`config.mk`:
```
export PLATFORM = sky130hd
export DESIGN_NAME = mem_port_arbiter
export DESIGN_NICKNAME = d
export VERILOG_FILES = /design/src/rtl/mem_port_arbiter.sv
export SDC_FILE = /design/constraint.sdc
export NUM_CORES = 1
export LEC_CHECK = 0
export CORE_AREA = 3 3 118 120
export CTS_CLUSTER_SIZE = 28
export DETAILED_ROUTE_END_ITERATION = 8
export DIE_AREA = 0 0 121 123
export HOLD_SLACK_MARGIN = 0.1
export PLACE_DENSITY = 0.55
export SLEW_MARGIN = 20
export SYNTH_ARGS = -nofsm -noshare
export SYNTH_HDL_FRONTEND = slang
export SYNTH_SLANG_ARGS = --single-unit
```
`constraint.sdc`:
```
create_clock -name clk -period 2 [get_ports clk]
set_input_delay 0.4 -clock clk [delete_from_list [all_inputs] [get_ports clk]]
set_output_delay 0.4 -clock clk [all_outputs]
set_load 0.01 [all_outputs]
```
`src/rtl/mem_port_arbiter.sv`:
```
// mem_port_arbiter: two requesters share one write-first RAM port with lockable grants; define MEM_ARB_ROUND_ROBIN_EN for round-robin, otherwise requester 0 has fixed priority.
module mem_port_arbiter #(
    parameter int BYTES = 4,
    parameter int WIDTH = BYTES * 8
) (
    input  logic             clk,
    input  logic             rst,
    input  logic             req0_valid,
    output logic             req0_ready,
    input  logic [WIDTH-1:0] req0_addr,
    input  logic [BYTES-1:0] req0_we,
    input  logic [WIDTH-1:0] req0_wdata,
    input  logic             req0_lock,
    output logic             rsp0_valid,
    output logic [WIDTH-1:0] rsp0_data,
    input  logic             req1_valid,
    output logic             req1_ready,
    input  logic [WIDTH-1:0] req1_addr,
    input  logic [BYTES-1:0] req1_we,
    input  logic [WIDTH-1:0] req1_wdata,
    input  logic             req1_lock,
    output logic             rsp1_valid,
    output logic [WIDTH-1:0] rsp1_data,
    output logic [WIDTH-1:0] ram_addr,
    output logic [BYTES-1:0] ram_we,
    output logic [WIDTH-1:0] ram_wdata,
    input  logic [WIDTH-1:0] ram_rdata
);
    if (WIDTH != BYTES * 8) begin : g_width_check
        $error("mem_port_arbiter: WIDTH must equal BYTES*8");
    end
    typedef enum logic [1:0] {OPEN, LOCK0, LOCK1} state_t;
    state_t state;
    logic pend, owner, pick1, go0, go1, xfer, lock;
`ifdef MEM_ARB_ROUND_ROBIN_EN
    logic ptr;
    always_comb pick1 = req1_valid && (!req0_valid || ptr);
`else
    always_comb pick1 = req1_valid && !req0_valid;
`endif
    always_comb begin
        go0 = !rst && req0_valid && (state == LOCK0 || (state == OPEN && !pick1));
        go1 = !rst && req1_valid && (state == LOCK1 || (state == OPEN && pick1));
        xfer = go0 || go1;
        lock = go1 ? req1_lock : req0_lock;
        req0_ready = go0;
        req1_ready = go1;
        ram_addr = go1 ? req1_addr : req0_addr;
        ram_wdata = go1 ? req1_wdata : req0_wdata;
        ram_we = go1 ? req1_we : go0 ? req0_we : '0;
        rsp0_valid = !rst && pend && !owner;
        rsp1_valid = !rst && pend && owner;
        rsp0_data = ram_rdata;
        rsp1_data = ram_rdata;
    end
    // owner tag travels with the one-cycle RAM latency so the response follows its issuer
    always_ff @(posedge clk) begin
        if (rst) begin
            state <= OPEN;
            pend <= 1'b0;
            owner <= 1'b0;
`ifdef MEM_ARB_ROUND_ROBIN_EN
            ptr <= 1'b0;
`endif
        end else begin
            pend <= xfer;
            owner <= go1;
            if (xfer) state <= !lock ? OPEN : go1 ? LOCK1 : LOCK0;
`ifdef MEM_ARB_ROUND_ROBIN_EN
            if (xfer) ptr <= go0;
`endif
        end
    end
endmodule

```
Word level (Yosys, flattened, before mapping). Index checks and enable logic that the tools add are counted.

Bits in registers: 4.

Equal/unequal tests: 2. Multiplexer cells: 7. Reductions and logical operators: 18.

Operators by type and width (number): $mux 32 (2); $logic_and 1x1->1 (10); $mux 4 (2); $logic_not 1->1 (4); $mux 2 (2); $logic_or 1x1->1 (3); $eq 2x1->1 const B (1); $eq 2x2->1 const B (1); $logic_not 2->1 (1); $mux 1 (1).

Depth between registers and ports, before layout.
Depth in word-level cells: 8. Mapped depth: 5. Mapped depth without buffers: 4.

Least setup slack after synthesis. Ideal clock, no wire load.

Path type: register to output. From: reg state[1]. To: out ram_wdata[13]. Arrival: 1203 ps. Data required time: 1600 ps. Path slack: 397 ps. Stages on the path, launching flop included: 6. Path buffers: 2. Path through: dfxtp_1 > nand2b_2 > nand3_2 > buf_6 > buf_6 > mux2_4.

Word-level cells in the longest chain between the ends: 5. Elaborated cells between the ends (all ways): 6. Those cells by class: eq/ne: 1; mux: 1; reduce/logical: 4.

RTL lines: start, declared (RTL line 33) `state_t state;`; start signal, assigned (RTL line 68) `if (xfer) state <= !lock ? OPEN : go1 ? LOCK1 : LOCK0;`; $logic_not 2->1 (RTL line 43) `go1 = !rst && req1_valid && (state == LOCK1 || (state == OPEN && pick1));`; $logic_and 1x1->1 (RTL line 43); $logic_or 1x1->1 * (RTL line 43); $logic_and 1x1->1 * (RTL line 43); $mux 32 * (RTL line 49) `ram_wdata = go1 ? req1_wdata : req0_wdata;`; end, declared (RTL line 26) `output logic [WIDTH-1:0] ram_wdata,`.

Every way passes the cells marked *; elsewhere a longest branch is shown, timed or not.

Final worst setup path.
From: reg state[1]. To: out ram_addr[9].

Word-level cells in the longest chain between the ends: 5. Elaborated cells between the ends (all ways): 6. Those cells by class: eq/ne: 1; mux: 1; reduce/logical: 4.

RTL lines: $logic_not 2->1 (RTL line 43); $logic_and 1x1->1 (RTL line 43); $logic_or 1x1->1 * (RTL line 43); $logic_and 1x1->1 * (RTL line 43); $mux 32 * (RTL line 48) `ram_addr = go1 ? req1_addr : req0_addr;`; end, declared (RTL line 24) `output logic [WIDTH-1:0] ram_addr,`.

Marks and branches as above.

==> flow_metrics.tcl <==
set metrics [dict create \
    via_per_inst 3.601 \
    wl_per_cell_um 15.93 \
    violations "negative setup slack" \
    diodes 0 \
    hold_buffers 0 \
    skew_ns 0.001269 \
    start_util_pct 11.69 \
    synth_fp_nets 330 \
    fp.dieH_um 123 \
    synthCells 156 \
    layout.cells.non_filler 511 \
    crit_arrival_ns 1.63 \
    stdcell_area_mm2 0.003990 \
    vdd_drop_max_mv 0.2173 \
    ys_warn_count 0 \
    die-area_mm2 0.01488 \
    max_freq_ghz 0.4920 \
    startpoint_type "flip-flop" \
    core_mm2 0.01309 \
    cts_root_buf "clkbuf_16" \
    cts_made_buffers 3 \
    drive_above_1_share_pct 52.84 \
    syn_area_per_cell_um2 9.809 \
    setup_viol 29 \
    cts_tree "built" \
    grt_max_degree 11 \
    clk_latency_ns 0.22 \
    final_hold_viol_count 0 \
    place_inst 488 \
    ios 310 \
    first_global_vias 2016 \
    vias 1840 \
    antenna_left 0 \
    cts_max_path_buffers 2 \
    power_leakage_nw 1.803 \
    globalRouteOverflowTotal 0 \
    nNetsFinal 511 \
    setup_slack_ns -0.03232 \
    drc 0 \
    hpwl_mm 5.947 \
    drv_cap 0 \
    grt_pass1_wl_mm 11.07 \
    path_class "flip-flop to primary output" \
    hold_class "input port to flip-flop" \
    required_ns 1.60 \
    synthTopCellsByArea "mux2_2, buf_4, mux2_4" \
    drt-initial-drc-count 7 \
    post_dp_cell_area_mm2 0.003486 \
    die_w_um 121 \
    ys_types 16 \
    port_buffers 213 \
    status "complete, but fails checks" \
    holdWs_ns 0.5142 \
    clkTransAtPathRegs_ns 0.03 \
    finalCriticalPeriod_ns 2.032 \
    numClockSinks 4 \
    yosys.area.top_type_share_pct 35.32 \
    gp_congestion 0.7134 \
    synthToLayoutAreaGrowth_pct 160.8 \
    crit_fanout 10 \
    drt_wl_total_mm 8.141 \
    yosys.area.top_type "mux2_2" \
    dr.pass1.iters 2 \
    tightest_slew_ns 0.1698 \
    grtUsageTotal_pct 9.925 \
    slew_headroom_pct 88.66 \
    finalMaxSlewViolations 0 \
    end_kind "primary output" \
    p_per_area_mw_per_mm2 320.3 \
    antenna_found_initial 0 \
    fin_crit_sh_pct 101.6 \
    num_rows 42 \
    synthesis.area_mm2 0.001530 \
    ys_seq_area_share_pct 5.233 \
    ys_seq_elements 4 \
    total_power_mw 1.278 \
    htreeDepth 1 \
    rsz0062_at_grt "true" \
]
## registers in the layout, summed over array words and instances, names as in the netlist
| register | cells |
|---|---|
| pend | 1 |
| owner | 1 |
| state | 2 |
## power breakdown
group          internal, mW  switching (mW)  total, mW  leakage [nW]
Combinational         0.617           0.260      0.878          1.73
Clock                 0.255          0.0552      0.311        0.0370
Sequential           0.0866         0.00319     0.0898        0.0338
## synth_stat cells (all sizes together)
library cell   n
and3b          1
nand2b         1
dfxtp          4
nor2           2
nor2b          2
mux2          66
nor3b          1
buf           71
inv            2
o21ai          1
nand3          1
a22o           4
## critical path, cell delays in order (launching register included)
cell	delay, ns
dfxtp_2	0.30
nand2b_4	0.14
nand3_4	0.11
buf_6	0.13
buf_12	0.11
buf_16	0.13
mux2_2	0.34
buf_6	0.12
## layout by cell type, fill, tap and decap left out, types with 2 or more instances in the layout
| cell | netlist | final |
|---|---|---|
| a22o_1 | 4 | 4 |
| buf_12 | 0 | 6 |
| buf_16 | 0 | 7 |
| buf_2 | 4 | 19 |
| buf_4 | 64 | 8 |
| buf_6 | 3 | 59 |
| clkbuf_16 | 0 | 4 |
| clkdlybuf4s15_1 | 0 | 3 |
| clkdlybuf4s50_1 | 0 | 140 |
| dfxtp_1 | 4 | 2 |
| dfxtp_2 | 0 | 2 |
| dlygate4sd2_1 | 0 | 3 |
| mux2_2 | 48 | 33 |
| mux2_4 | 18 | 33 |
| nor2b_1 | 2 | 2 |
## per-stage QoR
stage	util (%)	TNS, ns	worst slack, ns
floorplan	-	0	0.3970
global placement	26.64	-38.58	-0.6194
detailed placement	26.64	-38.05	-0.6144
CTS	29.34	-1.748	-0.05204
global route	30.49	-2.474	-0.08423
finish	30.49	-0.5790	-0.03232
## layer usage
layer  track usage (%)  vias up  part of all wire, %
met5                 0        -                    0
met4             2.479        0                  2.0
met3             3.888       21                   13
met2             20.91      168                   55
met1             8.525      813                   30
li1                  -      838                    -
## kinds of logic after synthesis
| family | share of synthesized area, % |
|---|---|
| compound gates | 2.616 |
| flops | 5.233 |
| mux | 52.98 |
| buf+inv | 35.40 |
| simple gates | 3.762 |
## worst paths after layout
check	from	endpoint	slack, ns	cells after the start
setup / recovery	state[1]$_SDFFE_PP0P_	ram_addr[9]	-0.03	7
setup reg to reg	state[1]$_SDFFE_PP0P_	state[1]$_SDFFE_PP0P_	0.52	7
hold reg to reg	state[1]$_SDFFE_PP0P_	state[1]$_SDFFE_PP0P_	0.60	2
hold / removal	rst	state[0]$_SDFFE_PP0P_	0.51	3
## layout make-up
type | count | area, um^2
inverter | 2 | 7.507
tap | 176 | 220.2
fill | 1324 | 9095
sequential | 4 | 82.58
timing repair buffer | 247 | 2620
multi-input combinational | 79 | 984.7
clock buffer | 3 | 75.07
## what timing repair did
item                       4_1_cts  5_1_grt
pin swaps                        2        1
setup buffers                   11        1
gates cloned                     7        1
setup endpoints to repair       72       58
gates resized for setup        318       45
No activity file was read; power rests on OpenSTA's default activity.
